File: config.mk
export PLATFORM = sky130hd
export DESIGN_NAME = seg_scan_decoder
export DESIGN_NICKNAME = d
export VERILOG_FILES = /design/src/rtl/seg_scan_decoder.sv
export SDC_FILE = /design/constraint.sdc
export NUM_CORES = 1
export LEC_CHECK = 0
export CAP_MARGIN = 20
export CORE_MARGIN = 8
export CORE_UTILIZATION = 30
export DETAILED_ROUTE_END_ITERATION = 16
export PLACE_DENSITY = 0.51
export SLEW_MARGIN = 20
export SYNTH_ARGS = -nofsm -noshare
export SYNTH_HDL_FRONTEND = slang
export SYNTH_SLANG_ARGS = --single-unit
File: constraint.sdc
create_clock -name Sys_CLK -period 3.6 [get_ports Sys_CLK]
set_clock_uncertainty 0.15 [all_clocks]
set_input_delay 0.72 -clock Sys_CLK [delete_from_list [all_inputs] [get_ports Sys_CLK]]
set_output_delay 0.72 -clock Sys_CLK [all_outputs]
set_load 0.02 [all_outputs]
File: src/rtl/seg_scan_decoder.sv
// Rebuilds a two-digit number from a scanned COM/SEG bus. Optional macro SEGDEC_BLANK_LEADING_EN accepts a blank tens digit as 0.
// Publishes after STABLE_SCANS identical good frames, one cycle after the completing sample; no backpressure.
module seg_scan_decoder #(
   parameter int SETTLE_CYCLES  = 8,
   parameter int STABLE_SCANS   = 4,
   parameter int TIMEOUT_CYCLES = 65536
) (
   input  logic       Sys_CLK,
   input  logic       Sys_RST,
   input  logic [1:0] COM,
   input  logic [7:0] SEG,
   output logic [3:0] Ten,
   output logic [3:0] One,
   output logic       Dp_Ten,
   output logic       Dp_One,
   output logic [7:0] Num,
   output logic       Valid,
   output logic       Update,
   output logic       Err
);

   localparam logic [7:0]  SETTLE_LAST = 8'(SETTLE_CYCLES - 1);
   localparam logic [7:0]  SETTLE_MAX  = 8'(SETTLE_CYCLES);
   localparam logic [3:0]  MATCH_MAX   = 4'(STABLE_SCANS);
   localparam logic [31:0] TMO_MAX     = 32'(TIMEOUT_CYCLES);

   function automatic logic [4:0] f_decode(input logic [6:0] seg);
      logic [4:0] res;
      res = 5'b0_0000;
      case (seg)
         7'h3F: res = 5'b1_0000;
         7'h06: res = 5'b1_0001;
         7'h5B: res = 5'b1_0010;
         7'h4F: res = 5'b1_0011;
         7'h66: res = 5'b1_0100;
         7'h6D: res = 5'b1_0101;
         7'h7D: res = 5'b1_0110;
         7'h07: res = 5'b1_0111;
         7'h7F: res = 5'b1_1000;
         7'h6F: res = 5'b1_1001;
         default: res = 5'b0_0000;
      endcase
      return res;
   endfunction

   logic [1:0]  r_com_s1, r_com_s2, r_com_q;
   logic [7:0]  r_seg_s1, r_seg_s2;
   logic [7:0]  r_settle;
   logic        r_have_ten, r_have_one;
   logic [3:0]  r_ten, r_one;
   logic        r_dpt, r_dpo;
   logic [9:0]  r_last;
   logic [3:0]  r_match;
   logic [31:0] r_tmo;
   logic [3:0]  r_pub_ten, r_pub_one;
   logic        r_pub_dpt, r_pub_dpo;
   logic [7:0]  r_num;
   logic        r_valid, r_update, r_err;

   logic        w_com_stable, w_is_ten, w_is_one, w_both, w_sample;
   logic [4:0]  w_dec;
   logic        w_blank_ok, w_good, w_bad_smp, w_good_smp, w_closes, w_frame_done;
   logic [3:0]  w_digit, w_match_nxt;
   logic [9:0]  w_frame;
   logic [7:0]  w_num;
   logic        w_pub;

   assign w_com_stable = (r_com_s2 == r_com_q);
   assign w_is_ten     = (r_com_s2 == 2'b01);
   assign w_is_one     = (r_com_s2 == 2'b10);
   assign w_both       = (r_com_s2 == 2'b00);
   assign w_sample     = w_com_stable && (w_is_ten || w_is_one) && (r_settle == SETTLE_LAST);

   assign w_dec   = f_decode(r_seg_s2[6:0]);
   assign w_digit = w_dec[3:0];
`ifdef SEGDEC_BLANK_LEADING_EN
   assign w_blank_ok = w_is_ten && (r_seg_s2[6:0] == 7'h00);
`else
   assign w_blank_ok = 1'b0;
`endif
   assign w_good       = w_dec[4] | w_blank_ok;
   assign w_bad_smp    = w_sample && !w_good;
   assign w_good_smp   = w_sample && w_good;
   // A sample "closes" a frame when the other digit is already held, whether or not it decodes.
   assign w_closes     = w_sample && (w_is_ten ? r_have_one : r_have_ten);
   assign w_frame_done = w_good_smp && w_closes;

   assign w_frame = {(w_is_ten ? w_digit : r_ten),
                     (w_is_one ? w_digit : r_one),
                     (w_is_ten ? r_seg_s2[7] : r_dpt),
                     (w_is_one ? r_seg_s2[7] : r_dpo)};

   assign w_match_nxt = ((r_match != 4'd0) && (w_frame == r_last))
                      ? ((r_match == MATCH_MAX) ? MATCH_MAX : r_match + 4'd1)
                      : 4'd1;

   assign w_pub = w_frame_done && (w_match_nxt == MATCH_MAX) &&
                  ((w_frame != {r_pub_ten, r_pub_one, r_pub_dpt, r_pub_dpo}) || !r_valid);

   assign w_num = ({4'd0, w_frame[9:6]} << 3) + ({4'd0, w_frame[9:6]} << 1) + {4'd0, w_frame[5:2]};

   always_ff @(posedge Sys_CLK or negedge Sys_RST) begin
      if (!Sys_RST) begin
         r_com_s1   <= 2'b11;
         r_com_s2   <= 2'b11;
         r_com_q    <= 2'b11;
         r_seg_s1   <= 8'h00;
         r_seg_s2   <= 8'h00;
         r_settle   <= 8'd0;
         r_have_ten <= 1'b0;
         r_have_one <= 1'b0;
         r_ten      <= 4'd0;
         r_one      <= 4'd0;
         r_dpt      <= 1'b0;
         r_dpo      <= 1'b0;
         r_last     <= 10'd0;
         r_match    <= 4'd0;
         r_tmo      <= 32'd0;
         r_pub_ten  <= 4'd0;
         r_pub_one  <= 4'd0;
         r_pub_dpt  <= 1'b0;
         r_pub_dpo  <= 1'b0;
         r_num      <= 8'd0;
         r_valid    <= 1'b0;
         r_update   <= 1'b0;
         r_err      <= 1'b0;
      end else begin
         r_com_s1 <= COM;
         r_com_s2 <= r_com_s1;
         r_com_q  <= r_com_s2;
         r_seg_s1 <= SEG;
         r_seg_s2 <= r_seg_s1;

         // Saturating at SETTLE_CYCLES guarantees SETTLE_LAST is passed once per phase.
         if (!w_com_stable || (r_com_s2 == 2'b11))
            r_settle <= 8'd0;
         else if (!w_both && (r_settle != SETTLE_MAX))
            r_settle <= r_settle + 8'd1;

         if (w_both || w_bad_smp || w_frame_done) begin
            r_have_ten <= 1'b0;
            r_have_one <= 1'b0;
         end else if (w_good_smp && w_is_ten) begin
            r_have_ten <= 1'b1;
            r_ten      <= w_digit;
            r_dpt      <= r_seg_s2[7];
         end else if (w_good_smp) begin
            r_have_one <= 1'b1;
            r_one      <= w_digit;
            r_dpo      <= r_seg_s2[7];
         end

         if (w_bad_smp)
            r_match <= 4'd0;
         else if (w_frame_done) begin
            r_match <= w_match_nxt;
            r_last  <= w_frame;
         end

         if (w_both || w_bad_smp)
            r_err <= 1'b1;
         else if (w_frame_done)
            r_err <= 1'b0;

         if (w_closes)
            r_tmo <= 32'd0;
         else if (r_tmo != TMO_MAX)
            r_tmo <= r_tmo + 32'd1;

         if (w_pub)
            r_valid <= 1'b1;
         else if (r_tmo == TMO_MAX)
            r_valid <= 1'b0;

         r_update <= w_pub;
         if (w_pub) begin
            r_pub_ten <= w_frame[9:6];
            r_pub_one <= w_frame[5:2];
            r_pub_dpt <= w_frame[1];
            r_pub_dpo <= w_frame[0];
            r_num     <= w_num;
         end
      end
   end

   assign Ten    = r_pub_ten;
   assign One    = r_pub_one;
   assign Dp_Ten = r_pub_dpt;
   assign Dp_One = r_pub_dpo;
   assign Num    = r_num;
   assign Valid  = r_valid;
   assign Update = r_update;
   assign Err    = r_err;

endmodule

# Word level (Yosys, flattened, before mapping)
# Cells that the tools add are included.
[op_classes]
add_sub_neg = 5
n_eq_ne = 23
n_mux = 23
n_bitwise = 3
reduce_logical = 33
[op_table]
columns = ["op", "count"]
rows = [
  ["$mux 32", 2],
  ["$pmux 5 s10", 1],
  ["$eq 7x7->1 const B", 7],
  ["$add 32x1->32 const B", 1],
  ["$eq 32x17->1 const B", 1],
  ["$ne 32x17->1 const B", 1],
  ["$mux 4", 6],
  ["$mux 8", 2],
  ["$eq 7x3->1 const B", 2],
  ["$reduce_bool 2->1", 7],
  ["$mux 1", 12],
  ["$logic_and 1x1->1", 11],
  ["$eq 10x10->1", 1],
  ["$ne 10x10->1", 1],
  ["$add 7x5->8", 1],
  ["$add 8x1->8 const B", 1],
  ["$add 8x4->8", 1],
  ["$eq 4x3->1 const B", 2],
  ["$eq 8x3->1 const B", 1],
  ["$ne 8x4->1 const B", 1],
  ["$eq 7x6->1 const B", 1],
  ["$reduce_and 2->1", 3],
  ["$logic_or 1x1->1", 5],
  ["$add 4x1->4 const B", 1],
  ["other kinds (9)", 15],
]
[word_totals]
regBits = 109
input_bits = 12
out_inout_bits = 21
word_cells = 110

# Depth between registers and ports, before layout
# Gate-level depths: netlist of the first run.
[depth]
word_depth = 10
depth_mapped = 16
ltp_nobuf = 14

# Worst setup path before layout of the first run
# OpenSTA, ideal clock, no wires.
[synth_timing]
kind = "register to register"
startpoint = "reg r_seg_s2[6]"
endpoint = "reg r_num[7], in the netlist Num[7]"
setup_ps = 125
arrival_ps = 3261
t_required_ps = 3325
slack_ps = 64
stages_incl_launch_ff = 15
path_buffers = 1
period_less_slack_ps = 3536
path_cell_list = "dfrtp_1 buf_6 or3b_1 a211o_1 and2_2 a21o_1 fa_1 inv_1 ha_1 a21o_1 a21oi_1 inv_1 a21oi_1 nor2_1 mux2_4"
[synth_between]
elab_chain_cells = 9
elab_cells_between_ends = 25
classes_between = "2 x add/sub; 13 x eq/ne; 4 x mux; 6 x reduce/logical"
[synth_rtl]
columns = ["item", "line", "rtl"]
rows = [
  ["start: declaration", "47", "logic [7:0] r_seg_s1, r_seg_s2;"],
  ["start signal: assignment", "132", "r_seg_s2 <= r_seg_s1;"],
  ["$eq 7x7->1 (tied with other cells)", "30", "case (seg)"],
  ["$pmux 5 s10 *", "30", ""],
  ["parallel branches: the longest is 7 deep, another holds $add 7x5->8", "n/a", ""],
  ["end signal: assignment", "181", "r_num <= w_num;"],
  ["end: declaration", "57", "logic [7:0] r_num;"],
]
# Every way passes the cells marked *.
# A chain may end at the register's enable or synchronous reset.

# Worst setup path after layout of the first run
[layout_timing]
startpoint = "reg r_seg_s2[4]"
endpoint = "reg r_num[6], in the netlist Num[6]"
# Same word-level chain as after synthesis.

==> results.md, run 1 <==
* Slew Viols, Final at 0
* Hold Path Class: reg -> reg
* Number of routed nets with antenna violations at 0
* Fin. Hold Viols at 0
* Wire per inst at 14.7 um
* Commonest non-fill, non-tap cells in the layout: 102 x dfrtp_1, 63 x nor2_1, 49 x nand2_1, 38 x xor2_1
* Max layer used: met4
* Yosys synthesis warning count at 0
* Average size of a mapped cell at 10.3 um2
* DP HPWL at 9100 um
* Seq/Total Area, Yosys at 48.2%
* Global Route Usage Sum at 11.1%
* Synth Register Bits at 108
* Final min period at 3.42 ns
* Vias in the first global route at 4233
* WL met2 at between 5000 and 6000 um
* Drt first-iter violations at 203
* Final instance area at 0.00663 mm2
* WS Path Type: reg -> reg
* Crit Path Max Fanout at 15
* WL met3 at 542 um
* R2R setup slack at 0.18 ns
* Status: completed
* TritonCTS Buffers at 9
* DP Area at 0.00630 mm2
* Ports at 33
* Synthesized cell area at between 0.005 and 0.006 mm2
* Clock tree sinks at 108
* Worst path required time at 3.69 ns
* Worst setup startpoint: r_seg_s2[4]
* Port bufs at 32
* Async SR Flop Fraction at 100%
* Number of synthesized flops with an enable pin at 0
* RSZ-0062 raised after global routing: no
* Pre-Repair DR Iteration Count at 4
* Met1 WL at 5540 um
* Setup_tns at 0 ns
* Synth Instances at 546
* # setup viols final at 0
* Worst setup EP type: flop
* Reg2Reg Depth at 10
* Initial antenna violation count at 0
* Clock root buffer: clkbuf_16
* Worst Path Arrival at 3.51 ns
* Core area at roughly 0.019 mm2
* FMAX at 292 MHz
* Starting Density at 30.3%
* Routed wire length at 12300 um
* Maximum number of pins on one net before global-route repair at 70
* Filler instances at 1873
* Slew margin rel. at between 40% and 50%
* Global-route wire length before repair at roughly 21000 um
* Worst Hold Margin at 0.196 ns
* Post-route DRC at 0
* Leakage at 3.00 nW
* Vias per cell at 4.87
* Synth unique cells at 66
* Die ar. at 0.0234 mm2
* Global route overflow at 0
* Clk Latency, worst-skew pair at between 0.3 and 0.4 ns
* Synthesized net count at 577
* Gp weighted congestion at 0.854
* Synth Flop Type: dfrtp_1
* Max cap viols at 0
* Worst vdd ir at 0.228 mV
* Post-CTS Hold Buffers at 0
* Worst r2r src: r_seg_s2[4]
* Clk slew on worst S/H paths at 0.07 ns
* Power Dens Cells at ~360 mW/mm2
* ANT cells at 0
* Die X-Extent at 153 um
* Fin crit share at 95.1%
* Rows at 50
* Clk buf depth at 2
* DR vias at about 4000
* Critical Path End: Num[6]
* Die Ht at 153 um
* Worst setup SP type: flop
* Nets at 624
* Synthesis-to-finish area growth at 17.9%
* Layout cells sized above 1 at between 10% and 20%
* Least-Margin Pin Slew at slightly below 0.9 ns
* Crit Reg-Reg Endpoint: Num[6]
* Commonest non-fill, non-tap cell in the layout: dfrtp_1
* H-tree depth at 3
* Worst hold path depth at 0
* CTS tree: built
-- metrics by stage --
stage | setup slack (ns) | util (%) | instances | power, mW
after global placement | 0.112 | 34.0 | 815 | 1.39
final | 0.175 | 35.8 | 832 | 2.37
after detailed placement | 0.0532 | 34.0 | 815 | 1.39
after floorplan | 0.0637 | - | 546 | 1.32
after CTS | 0.0236 | 35.6 | 831 | 2.42
after global routing | 0.000511 | 35.8 | 832 | 2.49
-- sequential cells by signal, summed over array words and instances (netlist names), 2 cells and up --
signal and flops:
r_tmo 32, r_last 10, r_seg_s1 8, r_seg_s2 8
r_settle 8, Num 7, One 4, Ten 4
r_match 4, r_one 4, r_ten 4, r_com_q 2
r_com_s1 2, r_com_s2 2
-- timing repair --
| action | 4_1_cts | 5_1_grt |
|---|---|---|
| buffers inserted | 0 | 1 |
| setup endpoints to repair | 0 | 9 |
| gates resized for setup | 0 | 6 |
-- final cells by class --
type	instances	area, um2	share of cell area (%)
Clock buffer	10	229	3.46
Clock inverter	6	71.3	1.08
Inverter	24	90.1	1.36
Multi-Input combinational cell	393	2720	41.0
Sequential cell	108	2710	40.9
Tap cell	234	293	4.42
Timing Repair Buffer	57	518	7.82
-- worst min path at each step --
stage | from | to | slack, ns
after floorplan | r_seg_s1[0] | r_seg_s2[0] | 0.18
after global placement | r_seg_s1[4] | r_seg_s2[4] | 0.19
after detailed placement | r_seg_s1[0] | r_seg_s2[0] | 0.18
after CTS | r_seg_s1[4] | r_seg_s2[4] | 0.20
after global routing | r_seg_s1[4] | r_seg_s2[4] | 0.21
final | r_seg_s1[4] | r_seg_s2[4] | 0.20
-- metal layers --
metal  vias up  track usage, %
met2        71            18.5
met1      1992            13.5
li1       1969               -
met5         -               0
met3        20            3.02
met4         0            4.38
-- Yosys cell counts, types with 4 or more instances --
library cell | count | share of area (%)
a21oi_1 | 16 | 1.4
mux2i_1 | 11 | 2.0
nand2_1 | 49 | 3.3
xnor2_1 | 31 | 4.8
mux2_2 | 12 | 2.4
nor2_1 | 63 | 4.2
nor4_1 | 9 | 1.0
clkbuf_1 | 12 | 0.80
nand3_1 | 21 | 1.9
nand4_1 | 9 | 1.0
buf_2 | 4 | 0.36
inv_1 | 24 | 1.6
nand2b_1 | 6 | 0.67
and3_1 | 8 | 0.89
mux2_4 | 5 | 1.3
ha_1 | 17 | 3.8
xor2_1 | 38 | 5.9
dfrtp_1 | 102 | 45
dfstp_2 | 6 | 2.8
o21ai_0 | 23 | 2.0
nor3_1 | 10 | 0.89
nor2b_1 | 5 | 0.56
-- critical path: stages, from the launching register on --
cell and delay [ns]:
dfrtp_1 0.41, nand2b_2 0.24, or3_1 0.39, and2b_1 0.19, buf_4 0.17, a311o_1 0.34
a31o_1 0.23, o41ai_2 0.43, nand2b_1 0.23, buf_12 0.18, mux2_2 0.34
-- power breakdown --
part           switching (mW)  internal [mW]  total, mW
sequential             0.0105           1.23       1.24
clock                   0.458          0.547       1.01
combinational          0.0758         0.0479      0.124
-- cell families after synthesis --
family / after synthesis / share of synthesized area [%]
AO/OA/AOI/OAI: 73 / 8.88
flip-flops: 108 / 48.2
XOR/XNOR: 69 / 10.8
buffers and inverters: 45 / 3.85
multiplexers: 28 / 5.70
adder cells (fa/ha/maj): 19 / 4.50
AND/OR/NAND/NOR: 204 / 18.1
No activity file was read; power rests on OpenSTA's default activity.
==> run 2, diff against run 1 <==
--- a/config.mk
+++ b/config.mk
@@ -9,6 +9,7 @@
 export CORE_MARGIN = 8
 export CORE_UTILIZATION = 30
 export DETAILED_ROUTE_END_ITERATION = 16
+export GPL_TIMING_DRIVEN = 0
 export PLACE_DENSITY = 0.51
 export SLEW_MARGIN = 20
 export SYNTH_ARGS = -nofsm -noshare
==> run 2 against run 1 <==
Sequential power is essentially flat. Count of clock-buffer cells in the layout is the same. Utilization grew 1.0 points. Clock power grew 6%. Total power grew 3.4%. Highest routed layer unchanged.
==> results.md, run 2 (synthesized netlist as in run 1, its figures left out) <==
* Status: completed
* Core occupancy in the finished layout at 36.8% (+1.0 points)
* Clk slew on worst S/H paths at 0.07 ns (about the same)
* Fin. Hold Viols at 0 (unchanged)
* Max FFs per register at 32 (unchanged)
* Rows at 50 (unchanged)
* Worst setup SP type: flop
* Power Dens Cells at 359 mW/mm2 (+0.51%)
* Nets at 632 (+1.3%)
* Filler instances at 1858 (-0.80%)
* Layout cells sized above 1 at 14.9% (+1.1 points)
* Max cap viols at 0 (unchanged)
* Vias per cell at 4.84 (-0.61%)
* Crit Path Max Fanout at 7 (-8)
* Ports at 33 (unchanged)
* Commonest non-fill, non-tap cell in the layout: dfrtp_1
* Global route overflow at 0 (unchanged)
* # setup viols final at 0 (unchanged)
* Final min period at 3.50 ns (+0.0702 ns)
* Core area at 0.0185 mm2 (unchanged)
* H-tree depth at 3 (unchanged)
* Wire per inst at 14.8 um (+0.37%)
* Biggest regs: r_tmo x32, r_last x10
* DP HPWL at 9020 um (-0.85%)
* Clk buf depth at 2 (unchanged)
* Worst vdd ir at 0.245 mV (+7.6%)
* RSZ-0062 raised after global routing: yes
* Global Route Usage Sum at 11.1% (+0.021 points)
* Setup ws final at 0.105 ns (-0.0702 ns)
* Number of routed nets with antenna violations at 0 (unchanged)
* Fin crit share at 97.1% (+2.0 points)
* Maximum number of pins on one net before global-route repair at 64 (-8.6%)
* Slew Viols, Final at 0 (unchanged)
* Clock tree sinks at 108 (unchanged)
* Top reg by flops: r_tmo
* WS Path Type: reg -> reg
* Commonest non-fill, non-tap cells in the layout: 101 x dfrtp_1, 63 x nor2_1, 49 x nand2_1, 38 x xor2_1
* Busiest layer in global routing: met2
* FMAX at 286 MHz (-2.0%)
* Least-Margin Pin Slew at 0.595 ns (-0.277 ns)
* Global-route wire length before repair at 21100 um (about the same)
* Routed wire length at 12400 um (+1.3%)
* CTS tree: built
* Die X-Extent at 153 um (unchanged)
* Port bufs at 32 (unchanged)
* Synthesis-to-finish area growth at 21.3%
* Gp weighted congestion at 0.892 (+4.5%)
* Die ar. at 0.0234 mm2 (unchanged)
* Pre-CTS WS at -0.373 ns (-0.426 ns)
* Vias in the first global route at 4151 (-1.9%)
* Hold Path Class: in -> async
* Slew margin rel. at 60.3% (+18 points)
* Starting Density at 30.3% (unchanged)
* Initial antenna violation count at 0 (unchanged)
* Met1 Use GR at 13.7% (+0.24 points)
* Clk Latency, worst-skew pair at 0.36 ns (about the same)
* Worst Path Arrival at 3.59 ns (+0.08 ns)
* Final Total Pwr at 2.45 mW (+3.4%)
* Routing usage on met2 at 18.4% (-0.021 points)
* DR vias at 4066 (+0.35%)
* Leakage at 3.05 nW (+1.7%)
* ANT cells at 0 (unchanged)
* Worst Hold Margin at 0.197 ns (+0.00141 ns)
* Pre-Repair DR Iteration Count at 4 (unchanged)
* Worst path required time at 3.70 ns (about the same)
* GR met3 Demand/Resource at 2.76% (-0.25 points)
* Area occupied by multi-input gates at 0.00282 mm2 (+4.0%)
* Register area at 0.00271 mm2 (about the same)
* TritonCTS Buffers at 9 (unchanged)
* Die Ht at 153 um (unchanged)
* Post-route DRC at 0 (unchanged)
* Drt first-iter violations at 163 (-20%)
* Clock root buffer: clkbuf_16
* Worst setup EP type: flop
==> run 2: metrics by stage <==
| stage | TNS (ns) | instance area (um2) | instances |
|---|---|---|---|
| final | 0 | 6820 | 840 |
| after global routing | -0.0243 | 6820 | 840 |
| after CTS | 0 | 6670 | 831 |
| after detailed placement | -1.35 | 6260 | 813 |
| after global placement | -276.59 | 6230 | 812 |
| after floorplan | 0 | 5620 | 546 |
==> run 2: area by class of cell <==
class                      instances  area share (%)
clock buffer                      10            3.36
inverter                          24            1.32
buffer                            21            2.20
timing repair buffer              44            6.33
tap                              234            4.30
multi-input combinational        393            41.4
clock inverter                     6            1.28
sequential                       108            39.8
==> run 2: path summary, 6_finish.rpt <==
kind | startpoint | to | cells after the start | slack (ns)
max | r_seg_s2[5] | Num[7] | 14 | 0.10
min | Sys_RST | Num[5] | 1 | 0.20
max reg2reg | r_seg_s2[5] | Num[7] | 14 | 0.10
min reg2reg | r_seg_s1[5] | r_seg_s2[5] | 0 | 0.20
max in group asynchronous | Sys_RST | r_com_s1[0] | 2 | 2.39
min in group Sys_CLK | r_seg_s1[5] | r_seg_s2[5] | 0 | 0.20
==> run 2: critical path: stages, from the launching register on <==
cell     delay (ns)
dfrtp_1        0.38
buf_6          0.13
or3b_1         0.37
a211o_1        0.32
and2_4         0.19
a21o_1         0.20
fa_1           0.50
inv_2          0.06
ha_4           0.22
a21o_1         0.19
a21oi_2        0.16
inv_1          0.07
a21oi_2        0.11
nor2_1         0.05
mux2_4         0.27
==> run 2: power by group <==
| group | internal [mW] | switching [mW] |
|---|---|---|
| Combinational | 0.0574 | 0.0834 |
| Clock | 0.613 | 0.455 |
| Sequential | 1.23 | 0.0118 |
==> run 2: what timing repair did <==
| action | 4_1_cts | 5_1_grt |
|---|---|---|
| hold buffers | 0 | 0 |
| hold endpoints to repair | 0 | 0 |
| resized for setup | 19 | 19 |
| endpoints found under the setup margin | 8 | 6 |
| setup buffers | 2 | 9 |
| pin swaps | 3 | 8 |
==> run 2: metal layers <==
layer / vias to the layer above / share of wire [%] / wire, um
met1: 2007 / 46 / 5660
met5: - / 0 / 0
met4: 0 / 2.0 / 249
met2: 60 / 49 / 6080
met3: 19 / 3.4 / 427
li1: 1980 / - / -
==> run 3, diff against run 2 <==
--- a/config.mk
+++ b/config.mk
@@ -8,6 +8,7 @@
 export CAP_MARGIN = 20
 export CORE_MARGIN = 8
 export CORE_UTILIZATION = 30
+export CTS_CLUSTER_DIAMETER = 120
 export DETAILED_ROUTE_END_ITERATION = 16
 export GPL_TIMING_DRIVEN = 0
 export PLACE_DENSITY = 0.51
==> results of run 3 <==
The final DEF is identical to that of run 2; final timing and power are the same.
